**src/rtl/scan_decoder_pkg.sv**
```systemverilog
// Shared types for the scan decoder: controller states and mode encodings.
package scan_decoder_pkg;

    typedef enum logic [1:0] {
        OFF,
        DIRECT,
        SCAN
    } state_e;

    localparam logic MODE_DIRECT = 1'b0;
    localparam logic MODE_SCAN   = 1'b1;

endpackage

```
**src/rtl/onehot_decode.sv**
```systemverilog
// Combinational N-to-2**N one-hot decoder.
module onehot_decode #(
    parameter int N = 3
) (
    input  logic [N-1:0]    sel,
    output logic [2**N-1:0] dec
);

    // NOTE: dec gets a full default before the indexed write so no latch is inferred.
    always_comb begin
        dec      = '0;
        dec[sel] = 1'b1;
    end

endmodule

```
**src/rtl/scan_decoder.sv**
```systemverilog
// Registered one-hot decoder with a direct-select mode and a dwell-timed auto-scan mode.
module scan_decoder
    import scan_decoder_pkg::*;
#(
    parameter  int N     = 3,
    parameter  int DWELL = 4,
    localparam int OUTS  = 2**N
) (
    input  logic            clk,
    input  logic            rst,
    input  logic            e,
    input  logic            mode,
    input  logic [N-1:0]    in,
    output logic [OUTS-1:0] out,
    output logic [N-1:0]    idx,
    output logic            wrap
);

    localparam int             DW         = $clog2(DWELL + 1);
    localparam logic [DW-1:0]  DWELL_LAST = DW'(DWELL - 1);
    localparam logic [N-1:0]   IDX_LAST   = N'(OUTS - 1);

    state_e          state_q, state_d;
    logic [OUTS-1:0] out_q, out_d;
    logic [N-1:0]    idx_q, idx_d;
    logic            wrap_q, wrap_d;
    logic [DW-1:0]   dwell_q, dwell_d;
    logic [OUTS-1:0] dec_onehot;

    always_comb begin
        state_d = state_q;
        idx_d   = idx_q;
        dwell_d = '0;
        wrap_d  = 1'b0;

        if (!e) begin
            state_d = OFF;
        end else if (mode == MODE_SCAN) begin
            state_d = SCAN;
        end else begin
            state_d = DIRECT;
        end

        case (state_d)
            DIRECT: idx_d = in;
            SCAN: begin
                // Entering scan latches the start index; afterwards in is ignored.
                if (state_q != SCAN) begin
                    idx_d = in;
                end else if (dwell_q == DWELL_LAST) begin
                    idx_d  = idx_q + N'(1);
                    wrap_d = (idx_q == IDX_LAST);
                end else begin
                    dwell_d = dwell_q + DW'(1);
                end
            end
            default: idx_d = idx_q;
        endcase
    end

    // The out register is decoded from the next index so out and idx stay aligned.
    onehot_decode #(.N(N)) u_onehot_decode (
        .sel (idx_d),
        .dec (dec_onehot)
    );

    assign out_d = (state_d == OFF) ? '0 : dec_onehot;

    // NOTE: sequential state uses non-blocking assignments so every flop samples pre-edge values.
    always_ff @(posedge clk) begin
        if (rst) begin
            state_q <= OFF;
            out_q   <= '0;
            idx_q   <= '0;
            wrap_q  <= 1'b0;
            dwell_q <= '0;
        end else begin
            state_q <= state_d;
            out_q   <= out_d;
            idx_q   <= idx_d;
            wrap_q  <= wrap_d;
            dwell_q <= dwell_d;
        end
    end

    assign out  = out_q;
    assign idx  = idx_q;
    assign wrap = wrap_q;

endmodule

```
**config.mk**
```make
export PLATFORM = sky130hd
export DESIGN_NAME = scan_decoder
export DESIGN_NICKNAME = d
export VERILOG_FILES = /design/src/rtl/scan_decoder_pkg.sv /design/src/rtl/onehot_decode.sv /design/src/rtl/scan_decoder.sv
export SDC_FILE = /design/constraint.sdc
export NUM_CORES = 1
export LEC_CHECK = 0
export BUFFER_PORTS_ARGS = -buffer_cell sky130_fd_sc_hd__buf_2
export CAP_MARGIN = 15
export CORE_UTILIZATION = 44
export DETAILED_ROUTE_END_ITERATION = 12
export PLACE_DENSITY = 0.75
export SYNTH_ARGS = -nofsm -noshare
export SYNTH_HDL_FRONTEND = slang
export SYNTH_SLANG_ARGS = --single-unit
```
**constraint.sdc**
```tcl
create_clock -name clk -period 1.55 [get_ports clk]
set_input_delay 0.0775 -clock clk [delete_from_list [all_inputs] [get_ports clk]]
set_output_delay 0.0775 -clock clk [all_outputs]
set_load 0.01 [all_outputs]
```
* Word-level counts from Yosys, hierarchy flattened
Cells that the tools add are included.
** Operators by class
- Bitwise logic cells :: 2
- $lt $le $gt $ge :: 2
- Add/sub/neg operators :: 2
- Mux-type cells :: 7
- Equality and inequality tests :: 5
- Reductions and logical operators :: 5
** Operator list (count)
- OR reduction 4 bit :: 2
- adder 3 x 1 -> 3 bit, second input constant :: 2
- two-way mux 3 bit :: 2
- case mux 3 bit (2 select lines) :: 1
- less-than comparator 3 x 4 -> 1 bit, second input constant :: 1
- two-way mux 2 bit :: 2
- demux 1 bit (select 3 bit) :: 1
- == test 3 x 2 -> 1 bit, second input constant :: 1
- == test 3 bit, second input constant :: 1
- >= comparator 3 x 1 -> 1 bit, second input constant :: 1
- == test 2 x 1 -> 1 bit, second input constant :: 1
- == test 2 bit, second input constant :: 1
- zero test 2 bit :: 1
- != test 2 bit, second input constant :: 1
- NOT 1 bit :: 2
- OR reduction 2 bit :: 1
- logical AND 1 bit :: 1
- two-way mux 1 bit :: 1
** Word-level totals
- Logic and storage cells :: 28
- Input port bits :: 7
- Output and inout bits :: 12
- Register bits after elaboration :: 17

* Depth between registers and ports, before layout
Gate-level depths: netlist of run 1.
- Depth in word-level cells :: 8
- Gate-level depth with buffers :: 6
- Depth with buffers taken out :: 6

* Modules after synthesis
Synthesis of run 1 repeated with hierarchy kept, for this count alone.
** Second synthesis, totals
- Cells, all modules :: 73
- Area, all modules :: 738.2 um^2
** By module, submodules not included
- scan_decoder :: seq. area each 340.3 um^2, cells an instance 65, area each 673.1 um^2, instances 1
- onehot_decode :: seq. area each 0.0 um^2, cells an instance 8, area each 65.1 um^2, instances 1

* Worst setup path before layout of run 1
OpenSTA, ideal clock, no wires.
- Path kind :: reg-to-reg
- Start :: register dwell_q[0]
- End :: register out_q[6], in the netlist out[6]
- Clock period less this slack :: 1512 ps
- Library setup time :: 126 ps
- Required time :: 1424 ps
- Arrival :: 1386 ps
- Path buffers :: 0
- Slack :: 38 ps
- Cell stages (with the launch flop) :: 7
- Cell sequence :: dfxtp_1 -> ha_1 -> ha_1 -> mux2_2 -> mux2i_1 -> or2_4 -> nor3_2
** Between the ends
- Longest elaborated chain between the ends :: 8
- Elaborated cells on any way between the ends :: 9
- Those cells by class :: order compare: 2; eq/ne: 1; mux: 5; reduce/logical: 1
** Ends and longest elaborated chain
- start, declared :: line scan_decoder.sv:27 : logic [DW-1:0] dwell_q, dwell_d;
- start signal, assigned :: line scan_decoder.sv:82 : dwell_q <= dwell_d;
- == test 3 x 2 -> 1 bit * :: line scan_decoder.sv:50 : end else if (dwell_q == DWELL_LAST) begin
- two-way mux 3 bit * :: line scan_decoder.sv:50
- two-way mux 3 bit * :: line scan_decoder.sv:48 : if (state_q != SCAN) begin
- case mux 3 bit (2 select lines) * :: line scan_decoder.sv:44 : case (state_d)
- less-than comparator 3 x 4 -> 1 bit (not written as such) / >= comparator 3 x 1 -> 1 bit (equally long branches) :: line onehot_decode.sv:12 : dec[sel] = 1'b1;
- logical AND 1 bit (not written as such) :: line onehot_decode.sv:12
- two-way mux 1 bit (not written as such) :: line onehot_decode.sv:12
- demux 1 bit (select 3 bit) *
- end signal, assigned :: line scan_decoder.sv:79 : out_q <= out_d;
- end, declared :: line scan_decoder.sv:24 : logic [OUTS-1:0] out_q, out_d;
Every way passes the cells marked *; elsewhere a longest branch is shown, timed or not.
A chain may end at the register's enable or synchronous reset.

* Worst setup path after layout of run 1
- Start :: register dwell_q[1]
- End :: register out_q[7], in the netlist out[7]
The elaborated chain is that of the path after synthesis.

==> results of run 1 <==
[cells in the mapped netlist]
master     count
or3_1          1
buf_6          1
inv_1          3
nor3_2         3
and2_1         1
a211oi_1       1
nand2b_1       1
nand2_1        4
o211ai_1       1
o211a_1        1
ha_1           5
o22ai_1        1
or2_4          1
o21a_1         1
dfxtp_1       17
o21ai_0        1
a2bb2oi_1      1
mux2i_1        2
nor2b_1        2
and3_1         1
nand4b_1       1
nand3b_1       1
xnor2_1        1
mux2_2         1
nor2_1         8
and3b_1        1
buf_2          1
o2bb2ai_2      1
a22oi_2        1
o22ai_2        1
nor3_1         4
[metal layers]
metal	vias to the layer above	global-route usage, %
met2	13	30.0
met5	-	0
met4	0	7.50
met1	284	18.5
li1	293	-
met3	2	5.96
[report_power, final]
part           leakage (nW)  switching, mW  internal, mW
Sequential            0.139         0.0101         0.449
Clock                0.0177          0.140        0.0960
Combinational         0.250         0.0636        0.0556
[cells by family (layout without fill, tap and decap cells)]
group           Yosys count  count (layout)  synth area share, %
simple gates             29              29                 22.8
flops                    17              17                 46.7
compound gates           10              10                 12.7
fa+ha+maj                 5               5                 8.58
buf+inv                   5              29                 3.77
mux                       3               3                 4.29
xor+xnor                  1               1                 1.20
[cell type report]
type / count / share of cell area [%]
Clock buffer: 3 / 2.33
Timing Repair Buffer: 22 / 13.0
Multi-Input combinational cell: 48 / 45.6
Tap cell: 16 / 2.07
Inverter: 3 / 1.17
Clock inverter: 1 / 0.518
Sequential cell: 17 / 35.4
[final timing paths]
kind	startpoint	to	slack (ns)	cells after the start
max	dwell_q[1]$_SDFF_PP0_	out[7]$_SDFF_PP0_	0.05	6
min	e	idx[1]$_SDFF_PP0_	0.15	2
max reg2reg	dwell_q[1]$_SDFF_PP0_	out[7]$_SDFF_PP0_	0.05	6
min reg2reg	dwell_q[0]$_SDFF_PP0_	dwell_q[0]$_SDFF_PP0_	0.46	1
[state kept, by name, summed over array words and instances, names as in the netlist]
name / flops
dwell_q: 3
out: 8
idx: 3
wrap: 1
state_q: 2
[what timing repair did]
action                                  in CTS  in global routing
hold buffers                                 2                  0
endpoints found under the hold margin        2                  0
gates resized for setup                     11                  4
endpoints found under the setup margin       8                  9
pin swaps                                    2                  3
==> run metrics, run 1 <==
status complete, no violations; Sequential Area 342 µm²; Final #Nets 107; most frequent CP cell ha_4; maximum vdd drop 0.505 mV; DR vias 592; post-CTS setup buffer count 0; synthesized net count 82; clock buffer depth 2; register area share after synthesis 46.7%; TritonCTS clock tree yes; fin area 966 µm²; antenna-violating nets left 0; H-tree levels 1; f_max 0.669 GHz; first drt pass iteration count 4; top sig layer met4; clock-pin slew on the worst setup and hold paths 0.11 ns; commonest non-fill, non-tap cell in the layout buf_2; Fin. Hold Viols 0; setup TNS 0 ns; Initial Utilization 47.9%; total track usage 17.2%; number of diodes 0; initial antenna violation count 0; WL per Instance 12.9 µm; Power Density 843 nW/µm²; HP Class in -> reg; CP arrival 1.68 ns; die height 42.7 µm; Ys Warns 0; DR WL met3 56 µm; die area 1820 µm²; Final Core Density 63.4%; area share of the largest cell type after synthesis 46.7%; vias per std cell 5.38; clk_skew 0.0109 ns; leading cell types in the layout, fill and taps excluded buf_2 (18), dfxtp_1 (16), nor2_1 (8), nor3_2 (5); max-slew violation count 0; FILL cells 127; First DRT Iteration DRCs 12; Tot Pwr 0.815 mW; FF+latch count, synth 17; first-pass GRT wire length 2280 µm; drt drc 0; CP Class reg -> reg; DP Area 838 µm²; startpoint types register; unrepaired setup endpoints after global routing no; total congestion overflow 0; layout cells sized above 1 44.7%; Pleak 0.407 nW; Slew HR 73.3%; Final Wtd Congestion 0.889; vias in the first global route 535; Synth area leader dfxtp_1; crit path time final 1.50 ns; CP peak stage delay 0.37 ns; crit path max fanout 3; Setup crit end kind register; # setup viols final 0; synthesized netlist cell count 70; cts bufs inserted 3; I/O pin total 19; Placed Instances 104; CORE AREA 1520 µm²; Worst Path Buf+Inv 0; Max-Cap Viols 0; crit-path cells ha_4, ha_4, mux2_4, mux2i_4, or2_4, nor3_2; pre-CTS setup slack -0.114 ns; met2 wire length 743 µm; row count 14; Slowest-stage cell, CP dfxtp_1; mapped cell area 729 µm²; Setup WS post-layout 0.0546 ns; Horiz. Die Dim 42.7 µm; largest net degree at the start of global routing 11; cell family with most CP delay multiplexers; Synth area leaders dfxtp_1 (47%), ha_1 (8.6%), nor3_2 (4.1%); Syn Area/Cell 10.4 µm²; root buffer cell clkbuf_4; Final period util 96.5%; Yosys cell types 31; area grow syn2layout 32.4%; Crit path required time 1.74 ns; fin cells 110; multi-input logic area 440 µm²; IO Port Bufs 18; metal1 wirelength 611 µm; total wire length 1420 µm; hold slack 0.147 ns; Slew @ Worst Pin 0.399 ns; Skew-Pair Late Insertion Delay 0.29 ns; Sink Count 17
(Power assumes the default switching activity.)
==> run 2, diff against run 1 <==
==> constraint.sdc (replaced) <==
create_clock -name clk -period 1.35 [get_ports clk]
set_input_delay 0.0675 -clock clk [delete_from_list [all_inputs] [get_ports clk]]
set_output_delay 0.0675 -clock clk [all_outputs]
set_load 0.01 [all_outputs]
==> run metrics, run 2 (synthesis gave the netlist of run 1 again) <==
die height 42.7 µm (unchanged); Slowest-stage cell, CP dfxtp_2 (was dfxtp_1); unrepaired setup endpoints after global routing yes (was no); first drt pass iteration count 4 (unchanged); Logic pwr share 16.6% (was 14.6%); Power Density 926 nW/µm² (was 843 nW/µm²); total wire length 1440 µm (was 1420 µm); Final Wtd Congestion 0.881 (was 0.889); Worst Path Buf+Inv 0 (unchanged); row count 14 (unchanged); setup TNS -0.905 ns (was 0 ns); CORE AREA 1520 µm² (unchanged); Fin. Hold Viols 0 (unchanged); Max-Cap Viols 0 (unchanged); area grow syn2layout 40.1% (was 32.4%); crit path time final 1.48 ns (was 1.50 ns); clock group share of total power 28.1% (was 29.0%); Sequential Power Share 55.3% (was 56.4%); # setup viols final 9 (was 0); f_max 0.678 GHz (was 0.669 GHz); fin area 1020 µm² (was 966 µm²); WL per Instance 12.6 µm (was 12.9 µm); first-pass GRT wire length 2370 µm (was 2280 µm); clk_skew 0.00316 ns (was 0.0109 ns); antenna-violating nets left 0 (unchanged); H-tree levels 1 (unchanged); FILL cells 115 (was 127); CP arrival 1.64 ns (was 1.68 ns); Pleak 0.430 nW (was 0.407 nW); maximum vdd drop 0.604 mV (was 0.505 mV); max-slew violation count 0 (unchanged); Final period util 109% (was 96.5%); total congestion overflow 0 (unchanged); CP Class reg -> reg (unchanged); most frequent CP cell ha_4 (unchanged); Slew HR 72.5% (was 73.3%); DR vias 585 (was 592); fin cells 114 (was 110); pre-CTS setup slack -0.168 ns (was -0.114 ns); crit-path cells ha_4, ha_4, mux2_4, mux2i_4, or2_4, nor3_2 (unchanged); I/O pin total 19 (unchanged); cts bufs inserted 3 (unchanged); Sw Ratio 25.5% (was 26.2%); HP Class in -> reg (unchanged); cell family with most CP delay multiplexers (unchanged); TritonCTS clock tree yes (unchanged); initial antenna violation count 0 (unchanged); clock-pin slew on the worst setup and hold paths 0.10 ns (was 0.11 ns); root buffer cell clkbuf_4 (unchanged); stages on the worst setup path 6 (unchanged); drt drc 0 (unchanged); total track usage 17.5% (was 17.2%); Initial Utilization 47.9% (unchanged); startpoint types register (unchanged); vias in the first global route 565 (was 535); violated checks setup timing; clock buffer depth 2 (unchanged); Slew @ Worst Pin 0.410 ns (was 0.399 ns); Sink Count 17 (unchanged); CP peak stage delay 0.34 ns (was 0.37 ns); largest net degree at the start of global routing 11 (unchanged); Horiz. Die Dim 42.7 µm (unchanged); Final #Nets 111 (was 107); P_int 0.706 mW (was 0.601 mW); DP Area 905 µm² (was 838 µm²); status complete, but fails checks (was complete, no violations); hold slack 0.0436 ns (was 0.147 ns); die area 1820 µm² (unchanged); dpl hpwl 1010 µm; Hold Crit Depth 2 (unchanged); leading cell types in the layout, fill and taps excluded buf_2 (18), dfxtp_1 (14), nor2_1 (8), nor3_2 (7), buf_4 (6) (was buf_2 (18), dfxtp_1 (16), nor2_1 (8), nor3_2 (5)); worst-case reg-to-reg path depth 6 (unchanged); max reg flops 8 (unchanged); First DRT Iteration DRCs 16 (was 12); vias per std cell 5.13 (was 5.38); Skew-Pair Late Insertion Delay 0.28 ns (was 0.29 ns); commonest non-fill, non-tap cell in the layout buf_2 (unchanged); IO Port Bufs 18 (unchanged); Switch Pwr 0.241 mW (was 0.214 mW); Tot Pwr 0.947 mW (was 0.815 mW); Setup crit end kind register (unchanged); layout cells sized above 1 52.0% (was 44.7%); number of diodes 0 (unchanged); Crit path required time 1.51 ns (was 1.74 ns); crit path max fanout 3 (unchanged); Setup WS post-layout -0.125 ns (was 0.0546 ns); Placed Instances 108 (was 104); Final Core Density 67.1% (was 63.4%)
==> run 2: cell types whose count changed in the layout (fill, tap and decap cells not counted), moves of 2 or more <==
cell	previous run	this run
buf_4	2	6
dfxtp_1	16	14
dfxtp_2	1	3
ha_1	3	1
nor3_1	2	0
nor3_2	5	7
==> run 2: layout make-up <==
type / instances / area, µm² / area share [%]
timing repair buffer: 26 / 155 / 15.2
sequential: 17 / 344 / 33.7
clock buffer: 4 / 26.3 / 2.57
multi-input combinational: 48 / 465 / 45.5
tap: 16 / 20.0 / 1.96
inverter: 3 / 11.3 / 1.10
==> run 2: worst reg2reg max path, delay by kind of cell, from the launching register on <==
kind / cells / cell delay [ns]
adders and majority gates: 2 / 0.32
DFF: 1 / 0.34
muxes: 2 / 0.48
and+or+nand+nor: 2 / 0.22
==> run 2: worst paths after layout <==
check / from / end / slack, ns
worst max-delay path: dwell_q[0]$_SDFF_PP0_ / out[7]$_SDFF_PP0_ / -0.13
worst min-delay path: mode / state_q[1]$_SDFF_PP0_ / 0.04
worst max register to register: dwell_q[0]$_SDFF_PP0_ / out[7]$_SDFF_PP0_ / -0.13
worst min register to register: dwell_q[0]$_SDFF_PP0_ / dwell_q[0]$_SDFF_PP0_ / 0.43
==> run 2: timing repair <==
action,in CTS,in global routing
pin swaps,5,4
endpoints found under the hold margin,3,0
buffers inserted,1,1
resized for setup,11,1
hold buffers,2,0
setup endpoints to repair,9,14
gates cloned,0,0
==> run 2: routing by layer <==
layer / share of wire [%] / GRT usage (%) / wire, µm
met5: 0 / 0 / 0
met4: 0.70 / 5.63 / 10
met3: 4.2 / 5.53 / 60
met2: 51 / 29.1 / 728
met1: 44 / 21.2 / 636
==> run 2: power groups by stage <==
| stage | clock, mW | sequential (mW) | combinational [mW] |
|---|---|---|---|
| finish | 0.266 | 0.524 | 0.158 |
| global route | 0.296 | 0.526 | 0.170 |
| CTS | 0.271 | 0.524 | 0.156 |
| detailed placement | 0 | 0.534 | 0.131 |
| global placement | 0 | 0.535 | 0.129 |
| floorplan | 0 | 0.543 | 0.0726 |
==> run 3, diff against run 2 <==
==> constraint.sdc (replaced) <==
create_clock -name clk -period 1.2 [get_ports clk]
set_input_delay 0.06 -clock clk [delete_from_list [all_inputs] [get_ports clk]]
set_output_delay 0.06 -clock clk [all_outputs]
set_load 0.01 [all_outputs]
==> run metrics, run 3 (synthesis gave the netlist of run 1 again) <==
total congestion overflow 0 (unchanged); Power Density 1030 nW/µm² (was 926 nW/µm²); largest net degree at the start of global routing 11 (unchanged); Worst Hold Launch mode (unchanged); crit-path cells ha_4, ha_4, mux2_4, mux2i_4, nor2_1, and3_1 (was ha_4, ha_4, mux2_4, mux2i_4, or2_4, nor3_2); f_max 0.665 GHz (was 0.678 GHz); die area 1820 µm² (unchanged); RR Startpoint dwell_q[0]$_SDFF_PP0_ (unchanged); Crit path required time 1.39 ns (was 1.51 ns); die height 42.7 µm (unchanged); total track usage 18.1% (was 17.5%); commonest non-fill, non-tap cell in the layout buf_2 (unchanged); Sink Count 17 (unchanged); Placed Instances 110 (was 108); Final Core Density 70.7% (was 67.1%); cts bufs inserted 3 (unchanged); unrepaired setup endpoints after global routing yes (unchanged); FF-to-FF End out[3]$_SDFF_PP0_ (was out[7]$_SDFF_PP0_); WL per Instance 13.6 µm (was 12.6 µm); crit path time final 1.50 ns (was 1.48 ns); initial antenna violation count 0 (unchanged); CP arrival 1.70 ns (was 1.64 ns); worst-case reg-to-reg path depth 6 (unchanged); clk_skew 0.00949 ns (was 0.00316 ns); most frequent CP cell ha_4 (unchanged); vias in the first global route 575 (was 565); # setup viols final 14 (was 9); Skew-Pair Late Insertion Delay 0.29 ns (was 0.28 ns); Slew @ Worst Pin 0.413 ns (was 0.410 ns); Hold Crit Depth 2 (unchanged); drt drc 0 (unchanged); dpl hpwl 995 µm (was 1010 µm); first-pass GRT wire length 2470 µm (was 2370 µm); Final Wtd Congestion 0.834 (was 0.881); CP Class reg -> reg (unchanged); TritonCTS clock tree yes (unchanged); row count 14 (unchanged); first drt pass iteration count 4 (unchanged); clock-pin slew on the worst setup and hold paths 0.11 ns (was 0.10 ns); vias per std cell 5.25 (was 5.13); layout cells sized above 1 56.9% (was 52.0%); CORE AREA 1520 µm² (unchanged); antenna-violating nets left 0 (unchanged); Pleak 0.453 nW (was 0.430 nW); crit path max fanout 3 (unchanged); Slew HR 72.4% (was 72.5%); IO Port Bufs 18 (unchanged); Fin. Hold Viols 0 (unchanged); CP peak stage delay 0.35 ns (was 0.34 ns); max reg flops 8 (unchanged); max-slew violation count 0 (unchanged); crit path from dwell_q[0]$_SDFF_PP0_ (unchanged); Slowest-stage cell, CP dfxtp_2 (unchanged); root buffer cell clkbuf_4 (unchanged); Max-Cap Viols 0 (unchanged); Setup WS post-layout -0.304 ns (was -0.125 ns); HP Class in -> reg (unchanged); Final period util 125% (was 109%); status complete, but fails checks (unchanged); violated checks setup timing (unchanged); First DRT Iteration DRCs 5 (was 16); Horiz. Die Dim 42.7 µm (unchanged); startpoint types register (unchanged); total wire length 1600 µm (was 1440 µm); Worst R2R Setup Slack -0.30 ns (was -0.13 ns); Setup crit end kind register (unchanged); maximum vdd drop 0.594 mV (was 0.604 mV); I/O pin total 19 (unchanged); Hold Path End state_q[1]$_SDFF_PP0_ (unchanged); Initial Utilization 47.9% (unchanged); leading cell types in the layout, fill and taps excluded buf_2 (18), dfxtp_1 (14), buf_4 (10), nor2_1 (8), nor3_2 (6) (was buf_2 (18), dfxtp_1 (14), nor2_1 (8), nor3_2 (7), buf_4 (6)); area grow syn2layout 47.7% (was 40.1%); fin cells 118 (was 114); clock buffer depth 2 (unchanged); DR vias 620 (was 585); Tot Pwr 1.11 mW (was 0.947 mW); number of diodes 0 (unchanged); Final #Nets 115 (was 111); H-tree levels 1 (unchanged)
-- run 3: power by group --
group | total, mW | internal, mW | switching [mW]
registers | 0.590 | 0.581 | 0.00894
clock network | 0.319 | 0.124 | 0.195
logic | 0.202 | 0.0978 | 0.104
-- run 3: stage by stage --
step           hold slack [ns]  cell area [µm²]  worst slack (ns)  TNS (ns)
6_report                0.0276             1080            -0.304     -3.01
5_1_grt                 0.0483             1080            -0.363     -3.79
4_1_cts                 0.0265             1010            -0.269     -2.71
3_5_place_dp             0.285              925            -0.322     -2.78
3_3_place_gp             0.283              925            -0.286     -2.56
2_1_floorplan            0.124              771            -0.222     -1.84
-- run 3: worst max-delay path by stage --
stage / endpoint / slack, ns / depth (start not counted)
floorplan: out[2]$_SDFF_PP0_ / -0.22 / 6
global placement: out[0]$_SDFF_PP0_ / -0.29 / 6
detailed placement: out[0]$_SDFF_PP0_ / -0.32 / 6
CTS: out[3]$_SDFF_PP0_ / -0.27 / 5
global route: out[0]$_SDFF_PP0_ / -0.36 / 6
finish: out[3]$_SDFF_PP0_ / -0.30 / 6
-- run 3: final cells by class --
class,instances,area [µm²]
inverters,3,11.3
fillers,106,447
repair buffers,30,185
flip-flops and latches,17,344
multi-input cells,48,489
clock inverters,1,5.00
well taps,16,20.0
clock buffers,3,22.5
-- run 3: layer usage --
metal,global-route usage (%),wire [µm],part of all wire (%),up-vias
li1,-,-,-,313
met1,21.7,740,46,286
met2,30.0,783,49,19
met3,4.26,64,4.0,2
met4,8.75,13,0.81,0
met5,0,0,0,-
-- run 3: what timing repair did --
item                                    4_1_cts  5_1_grt
hold buffers                                  2        0
hold endpoints to repair                      4        0
gates resized for setup                       7        8
buffers inserted                              1        3
pin swaps                                     3        6
endpoints found under the setup margin       14       15
cloned                                        0        0
-- run 3: critical path, delay by kind of cell (launching register included) --
family        cells  cell delay, ns
simple gates      2            0.22
flops             1            0.35
mux               2            0.50
fa+ha+maj         2            0.32
